==> src/rtl/id_stage_pipelined.sv <==
// rtl/id_stage_pipelined.sv - ARM decode stage: control decode, condition check, register file, hazard detect, ID/EX register
module id_stage_pipelined #(
    parameter int DATA_WIDTH = 32,
    parameter int PC_WIDTH   = 32,
    parameter int FWD_EN     = 0
) (
    input  logic                  clk,
    input  logic                  rst,
    input  logic [PC_WIDTH-1:0]   pc_in,
    input  logic [31:0]           instr_in,
    input  logic                  instr_valid,
    input  logic [3:0]            status,
    input  logic                  freeze,
    input  logic                  flush,
    input  logic                  wb_en_in,
    input  logic [3:0]            wb_dest,
    input  logic [DATA_WIDTH-1:0] wb_value,
    input  logic                  ex_wb_en,
    input  logic                  ex_mem_r_en,
    input  logic [3:0]            ex_dest,
    input  logic                  mem_wb_en,
    input  logic [3:0]            mem_dest,
    output logic                  hazard,
    output logic [PC_WIDTH-1:0]   pc_out,
    output logic                  valid_out,
    output logic                  mem_r_en,
    output logic                  mem_w_en,
    output logic                  wb_en,
    output logic                  status_w_en,
    output logic                  branch_taken,
    output logic                  imm,
    output logic [3:0]            exec_cmd,
    output logic [DATA_WIDTH-1:0] val_rn,
    output logic [DATA_WIDTH-1:0] val_rm,
    output logic [3:0]            src1,
    output logic [3:0]            src2,
    output logic [3:0]            dest,
    output logic [23:0]           signed_imm24,
    output logic [11:0]           shift_operand
);

    typedef struct packed {
        logic [PC_WIDTH-1:0]   pc;
        logic                  valid;
        logic                  mem_r_en;
        logic                  mem_w_en;
        logic                  wb_en;
        logic                  status_w_en;
        logic                  branch_taken;
        logic                  imm;
        logic [3:0]            exec_cmd;
        logic [DATA_WIDTH-1:0] val_rn;
        logic [DATA_WIDTH-1:0] val_rm;
        logic [3:0]            src1;
        logic [3:0]            src2;
        logic [3:0]            dest;
        logic [23:0]           signed_imm24;
        logic [11:0]           shift_operand;
    } idex_t;

    logic [3:0] cond;
    logic [1:0] mode;
    logic       i_bit;
    logic [3:0] opcode;
    logic       s_bit;
    logic [3:0] rn;
    logic [3:0] rd;
    logic [3:0] rm;

    assign cond   = instr_in[31:28];
    assign mode   = instr_in[27:26];
    assign i_bit  = instr_in[25];
    assign opcode = instr_in[24:21];
    assign s_bit  = instr_in[20];
    assign rn     = instr_in[19:16];
    assign rd     = instr_in[15:12];
    assign rm     = instr_in[3:0];

    logic flag_n, flag_z, flag_c, flag_v;
    assign {flag_n, flag_z, flag_c, flag_v} = status;

    logic cond_pass;
    always_comb begin
        cond_pass = 1'b0;
        case (cond)
            4'b0000: cond_pass = flag_z;
            4'b0001: cond_pass = ~flag_z;
            4'b0010: cond_pass = flag_c;
            4'b0011: cond_pass = ~flag_c;
            4'b0100: cond_pass = flag_n;
            4'b0101: cond_pass = ~flag_n;
            4'b0110: cond_pass = flag_v;
            4'b0111: cond_pass = ~flag_v;
            4'b1000: cond_pass = flag_c & ~flag_z;
            4'b1001: cond_pass = ~flag_c | flag_z;
            4'b1010: cond_pass = (flag_n == flag_v);
            4'b1011: cond_pass = (flag_n != flag_v);
            4'b1100: cond_pass = ~flag_z & (flag_n == flag_v);
            4'b1101: cond_pass = flag_z | (flag_n != flag_v);
            4'b1110: cond_pass = 1'b1;
            default: cond_pass = 1'b0;
        endcase
    end

    logic [3:0] d_cmd;
    logic       d_wb, d_mr, d_mw, d_br, d_sw;
    always_comb begin
        d_cmd = 4'b0000;
        d_wb  = 1'b0;
        d_mr  = 1'b0;
        d_mw  = 1'b0;
        d_br  = 1'b0;
        case (mode)
            2'b00: begin
                case (opcode)
                    4'b1101: begin d_cmd = 4'b0001; d_wb = 1'b1; end
                    4'b1111: begin d_cmd = 4'b1001; d_wb = 1'b1; end
                    4'b0100: begin d_cmd = 4'b0010; d_wb = 1'b1; end
                    4'b0101: begin d_cmd = 4'b0011; d_wb = 1'b1; end
                    4'b0010: begin d_cmd = 4'b0100; d_wb = 1'b1; end
                    4'b0110: begin d_cmd = 4'b0101; d_wb = 1'b1; end
                    4'b0000: begin d_cmd = 4'b0110; d_wb = 1'b1; end
                    4'b1100: begin d_cmd = 4'b0111; d_wb = 1'b1; end
                    4'b0001: begin d_cmd = 4'b1000; d_wb = 1'b1; end
                    4'b1010: d_cmd = 4'b0100;
                    4'b1000: d_cmd = 4'b0110;
                    default: ;
                endcase
            end
            2'b01: begin
                d_cmd = 4'b0010;
                d_mr  = s_bit;
                d_wb  = s_bit;
                d_mw  = ~s_bit;
            end
            2'b10: d_br = 1'b1;
            default: ;
        endcase
    end

    // every recognised data-processing opcode has a nonzero ALU command
    assign d_sw = (mode == 2'b00) && (d_cmd != 4'b0000) && s_bit;

    logic       is_str;
    logic [3:0] src2_idx;
    logic       rn_used;
    logic       src2_used;

    assign is_str    = (mode == 2'b01) && !s_bit;
    assign src2_idx  = is_str ? rd : rm;
    assign rn_used   = !((mode == 2'b10) ||
                         ((mode == 2'b00) && ((opcode == 4'b1101) || (opcode == 4'b1111))));
    assign src2_used = ((mode == 2'b00) && !i_bit) || is_str;

    generate
        if (FWD_EN != 0) begin : g_fwd_hazard
            // forwarding covers everything except a load still in EX
            assign hazard = instr_valid && ex_wb_en && ex_mem_r_en &&
                            ((rn_used && (ex_dest == rn)) || (src2_used && (ex_dest == src2_idx)));
        end else begin : g_stall_hazard
            assign hazard = instr_valid &&
                ((rn_used && ((ex_wb_en && (ex_dest == rn)) || (mem_wb_en && (mem_dest == rn)))) ||
                 (src2_used && ((ex_wb_en && (ex_dest == src2_idx)) ||
                                (mem_wb_en && (mem_dest == src2_idx)))));
        end
    endgenerate

    logic [DATA_WIDTH-1:0] regs [16];

    always_ff @(posedge clk or posedge rst) begin
        if (rst) begin
            for (int i = 0; i < 16; i++) begin
                regs[i] <= '0;
            end
        end else if (wb_en_in) begin
            regs[wb_dest] <= wb_value;
        end
    end

    logic [DATA_WIDTH-1:0] rn_data;
    logic [DATA_WIDTH-1:0] rm_data;
    assign rn_data = (wb_en_in && (wb_dest == rn))       ? wb_value : regs[rn];
    assign rm_data = (wb_en_in && (wb_dest == src2_idx)) ? wb_value : regs[src2_idx];

    idex_t idex_d;
    idex_t idex_q;

    always_comb begin
        idex_d               = '0;
        idex_d.pc            = pc_in;
        idex_d.valid         = 1'b1;
        idex_d.mem_r_en      = d_mr & cond_pass;
        idex_d.mem_w_en      = d_mw & cond_pass;
        idex_d.wb_en         = d_wb & cond_pass;
        idex_d.status_w_en   = d_sw & cond_pass;
        idex_d.branch_taken  = d_br & cond_pass;
        idex_d.imm           = i_bit;
        idex_d.exec_cmd      = cond_pass ? d_cmd : 4'b0000;
        idex_d.val_rn        = rn_data;
        idex_d.val_rm        = rm_data;
        idex_d.src1          = rn;
        idex_d.src2          = src2_idx;
        idex_d.dest          = rd;
        idex_d.signed_imm24  = instr_in[23:0];
        idex_d.shift_operand = instr_in[11:0];
    end

    always_ff @(posedge clk or posedge rst) begin
        if (rst) begin
            idex_q <= '0;
        end else if (flush) begin
            idex_q <= '0;
        end else if (!freeze) begin
            if (hazard || !instr_valid) begin
                idex_q <= '0;
            end else begin
                idex_q <= idex_d;
            end
        end
    end

    assign pc_out        = idex_q.pc;
    assign valid_out     = idex_q.valid;
    assign mem_r_en      = idex_q.mem_r_en;
    assign mem_w_en      = idex_q.mem_w_en;
    assign wb_en         = idex_q.wb_en;
    assign status_w_en   = idex_q.status_w_en;
    assign branch_taken  = idex_q.branch_taken;
    assign imm           = idex_q.imm;
    assign exec_cmd      = idex_q.exec_cmd;
    assign val_rn        = idex_q.val_rn;
    assign val_rm        = idex_q.val_rm;
    assign src1          = idex_q.src1;
    assign src2          = idex_q.src2;
    assign dest          = idex_q.dest;
    assign signed_imm24  = idex_q.signed_imm24;
    assign shift_operand = idex_q.shift_operand;

endmodule

==> config.mk <==
export PLATFORM = sky130hd
export DESIGN_NAME = id_stage_pipelined
export DESIGN_NICKNAME = d
export VERILOG_FILES = /design/src/rtl/id_stage_pipelined.sv
export SDC_FILE = /design/constraint.sdc
export NUM_CORES = 2
export LEC_CHECK = 0
export ABC_AREA = 1
export CORE_MARGIN = 2
export CORE_UTILIZATION = 55
export DETAILED_ROUTE_END_ITERATION = 8
export GPL_ROUTABILITY_DRIVEN = 0
export PLACE_DENSITY = 0.76
export SLEW_MARGIN = 20
export SYNTH_ARGS = -nofsm -noshare
export SYNTH_HDL_FRONTEND = slang
export SYNTH_SLANG_ARGS = --single-unit
==> constraint.sdc <==
create_clock -name clk -period 52.9 [get_ports clk]
set_clock_uncertainty 0.2 [all_clocks]
set_input_delay 10.58 -clock clk [delete_from_list [all_inputs] [get_ports clk]]
set_output_delay 10.58 -clock clk [all_outputs]
set_load 0.03 [all_outputs]
### Yosys cells after proc, flatten, opt, wreduce, memory -nomap -nowiden

Cells that the tools add are included.

* bitwise operators: 17
* eq/ne operators: 35
* reductions and logical operators: 33
* magnitude comparators: 4
* muxes and demuxes: 24

Operator list (count)
* $bwmux W512: 1
* $mux W155: 3
* $bmux W32 S4: 2
* $mux W32: 7
* $demux W32 S4: 1
* $eq A4 B4 Y1 const B: 12
* $pmux W4 S9: 1
* $eq A4 B3 Y1 const B: 7
* $eq A4 B4 Y1: 6
* $ge A5 B5 Y1 const B: 3
* $logic_and A1 B1 Y1: 15
* $not A4 Y5: 3
* $pmux W1 S15: 1
* $eq A4 B2 Y1 const B: 3
* $reduce_or A9 Y1: 1
* $eq A4 B1 Y1 const B: 2
* $logic_not A4 Y1: 2
* $mux W4: 2
* $pmux W4 S2: 1
* $and A1 B1 Y1: 7
* $logic_or A1 B1 Y1: 7
* $lt A5 B1 Y1 const B: 1
* $not A1 Y1: 5
* $logic_not A1 Y1: 4
* 11 further kinds: 16

* output and inout bits: 156
* bits in registers: 667

### Depth between registers and ports, before layout

* depth after elaboration: 13
* gate-level depth with buffers: 16
* mapped depth without buffers: 15

### Least setup slack after synthesis

OpenSTA, ideal clock, no wires.

* path type: input port to output port
* from: input instr_in[26]
* to: output hazard
* stages on the path: 13
* data required time: 42.120 ns
* arrival time: 12.217 ns
* slack: 29.903 ns
* path through: buf_2 > nand3_4 > nand2_1 > nand2_1 > buf_4 > nand2_1 > nand2_1 > nor2_1 > nand3_1 > nand2_1 > a21oi_4 > buf_2 > nor2_1

* longest elaborated chain between the ends: 9

RTL lines
* from (decl): RTL line 10 `input logic [31:0] instr_in,`
* $eq A2 B1 Y1: RTL line 149 `assign is_str = (mode == 2'b01) && !s_bit;`
* $logic_and A1 B1 Y1: RTL line 149
* $mux W4: RTL line 150 `assign src2_idx = is_str ? rd : rm;`
* $eq A4 B4 Y1, on equally long branches: RTL line 163, 164
* $logic_and A1 B1 Y1, on equally long branches: RTL line 163, 164
* $logic_or A1 B1 Y1: RTL line 163 `(src2_used && ((ex_wb_en && (ex_dest == src2_idx)) ||`
* $logic_and A1 B1 Y1: RTL line 163
* $logic_or A1 B1 Y1 *: RTL line 162 `((rn_used && ((ex_wb_en && (ex_dest == rn)) || (mem_wb_en && (mem_dest == rn)))) ||`
* $logic_and A1 B1 Y1 *: RTL line 161 `assign hazard = instr_valid &&`
* to (decl): RTL line 23 `output logic hazard,`

Every way passes the cells marked *; elsewhere a longest branch is shown, timed or not.

### Worst setup path in the final report

Ends and elaborated chain as after synthesis.

==> impl_metrics.env <==
export IMPL_netlist_area_sq_um=34580
export IMPL_track_usage_pct=38.66
export IMPL_grt_pass1_vias=32650
export IMPL_reg2reg_setup_slack_ns=50.77
export IMPL_dp_hpwl_um=68930
export IMPL_synthFlopType="dfrtp_1"
export IMPL_endpoint_kind="primary output"
export IMPL_ys_types=36
export IMPL_powerDensity_nw_per_um2=37.03
export IMPL_grt_max_degree=171
export IMPL_fmax_mhz=39.34
export IMPL_clock_root_buffer="clkbuf_16"
export IMPL_coreArea_sq_um=61940
export IMPL_wirelength_um=126500
export IMPL_avgSynthCellArea_sq_um=7.270
export IMPL_synth_edf_count=0
export IMPL_route_detailed_drc=0
export IMPL_cts_hold_buf=0
export IMPL_ioPinCount=277
export IMPL_die_area_sq_um=64900
export IMPL_postCtsSetupBuffers=0
export IMPL_worstMarginPinSlew_ns=1.269
export IMPL_wl_per_cell_um=22.44
export IMPL_cpPeakStageDelay_ns=0.75
export IMPL_reg2reg_depth=6
export IMPL_clockBufferDepth=3
export IMPL_syn_nets=4878
export IMPL_final_common_cell="nand2_1"
export IMPL_clk_pin_slew_worst_paths_ns=0.06
export IMPL_hold_viol=0
export IMPL_final_antenna_net_count=0
export IMPL_num_vias=35258
export IMPL_final_cell_mix="nand2_1, nand3_1, dfrtp_1"
export IMPL_synth_cells=4757
export IMPL_antenna_found_initial=4
export IMPL_dr_pass1_iters=8
export IMPL_arrival_ns=14.64
export IMPL_drv_slew=0
export IMPL_setup_violations=0
export IMPL_via_per_inst=6.251
export IMPL_slowest_stage="clkdlybuf4s50_1"
export IMPL_grt_pass1_wl_um=192400
export IMPL_yosysSeqAreaShare_pct=46.82
export IMPL_yosysWarnings=0
export IMPL_ys_ff_latch=647
export IMPL_synth_async_sr_flop_share_pct=100.0
export IMPL_start_util_pct=55.83
export IMPL_p_leak_nw=17.90
export IMPL_rsz0062_at_grt="no"
export IMPL_path_cells="clkdlybuf4s50_1, nand3_4, nand2_2, buf_4, nand2_4, xor2_1, nand3_1, nand2_1, a21oi_4, buf_4, nor2_1, clkdlybuf4s50_1"
export IMPL_hp_class="register to register"
export IMPL_timing_critical_path_to="hazard"
export IMPL_outcome="finished clean"
export IMPL_peakVddDrop_mv=0.02339
export IMPL_post_cts_resized=0
export IMPL_clk_latency_ns=0.62
export IMPL_nets=4868
export IMPL_die_w_um=254.8
export IMPL_portBuffers=275
export IMPL_reg2reg_from="regs[60]"
export IMPL_critPathKind="input pin to primary output"
export IMPL_max_slew_margin_rel_pct=15.37
export IMPL_drive_above_1_share_pct=5.645
export IMPL_post_route_period_util_pct=48.05
export IMPL_crit_required_ns=42.12
export IMPL_max_cap_viol_count=0
export IMPL_syn2layout_area_growth_pct=14.48
export IMPL_numCtsBuffers=70
export IMPL_startpoint="instr_in[26]"
export IMPL_drt_initial_drc_count=5221
export IMPL_fin_setup_tns_ns=0
export IMPL_rows=91
export IMPL_cts_sinks=647
export IMPL_dieHeight_um=254.8
export IMPL_cts_tree="yes"
export IMPL_p_total_mw=1.466
export IMPL_startpoint_type="input pin"
export IMPL_r2r_end="val_rn[28]"
export IMPL_worstPathMaxFanout=46
export IMPL_h_tree_depth=3
export IMPL_final_min_clock_period_ns=25.42
export IMPL_grt_ovfl_total=0
## routing by layer
metal  vias to the layer above  wire, um  global-route usage, %
met5                         -        23                      0
met4                         4      6968                  20.57
met3                       474     19470                  12.32
met2                      2626     52480                  55.61
met1                     16394     47590                  52.11
li1                      15760         -                      -
## cell families after synthesis
logic type             count (synthesis)  synth area share, %
AND/OR/NAND/NOR                     2636                32.25
flip-flops                           647                46.82
XOR/XNOR                               5               0.1267
buffers and inverters                566                6.816
AO/OA/AOI/OAI                        903                13.99
## state kept, by name, summed over array words and instances (netlist names), 4 cells and up
register      cells
exec_cmd          4
val_rn           32
pc_out           32
src2              4
val_rm           32
regs            512
signed_imm24     18
## where the power goes
part / switching [mW] / internal (mW) / total, mW / leakage (nW)
Combinational: 0.192 / 0.109 / 0.301 / 8.47
Clock: 0.209 / 0.305 / 0.515 / 1.16
Sequential: 0.0673 / 0.583 / 0.650 / 8.26
## how the worst min path moves through the flow
stage,start,to,slack [ns],depth (start not counted)
after floorplan,regs[128],regs[128],0.27,2
after global placement,pc_out[19],pc_out[19],0.26,2
after detailed placement,pc_out[10],pc_out[10],0.26,2
after CTS,pc_out[10],pc_out[10],0.28,2
after global routing,pc_out[29],pc_out[29],0.30,2
final,pc_out[19],pc_out[19],0.28,2
## final cells by class
type / instances / area [sq um]
sequential: 647 / 16190
tap: 837 / 1047
fill: 5484 / 22350
clock buffer: 106 / 2072
clock inverter: 20 / 301.5
multi-input combinational: 3544 / 16160
inverter: 147 / 575.6
antenna: 2 / 5.005
timing repair buffer: 337 / 3241
## metrics by stage
stage                     setup WS [ns]  area, sq um  std cells  hold WS [ns]  utilization [%]
after floorplan                   23.99        34580       4757        0.2745                -
after global placement            27.63        37200       5511        0.2616            60.06
after CTS                         27.62        39570       5637        0.2812            63.89
after global routing              27.44        39590       5640        0.2984            63.92
after detailed placement          27.62        37200       5511        0.2644            60.06
final                             27.48        39590       5640        0.2778            63.92
## cell usage after synthesis, drive strengths merged (33+ instances only)
cell type / number / area (sq um)
nand4: 42 / 262.8
o211ai: 33 / 247.7
o21ai: 653 / 3396
a31oi: 33 / 206.5
inv: 145 / 544.3
nor2: 210 / 795.8
nand3: 821 / 4121
nand2: 1530 / 5758
clkbuf: 268 / 1006
buf: 151 / 799.5
a21oi: 161 / 817.0
dfrtp: 647 / 16190
## critical path, delay by kind of cell
kind	cells	cell delay, ns
AOI/OAI and AO/OA	1	0.13
xor gates and xnor gates	1	0.29
buffers and inverters	4	2.45
and+or+nand+nor	6	1.15
Power figures use the tool's default switching activity.
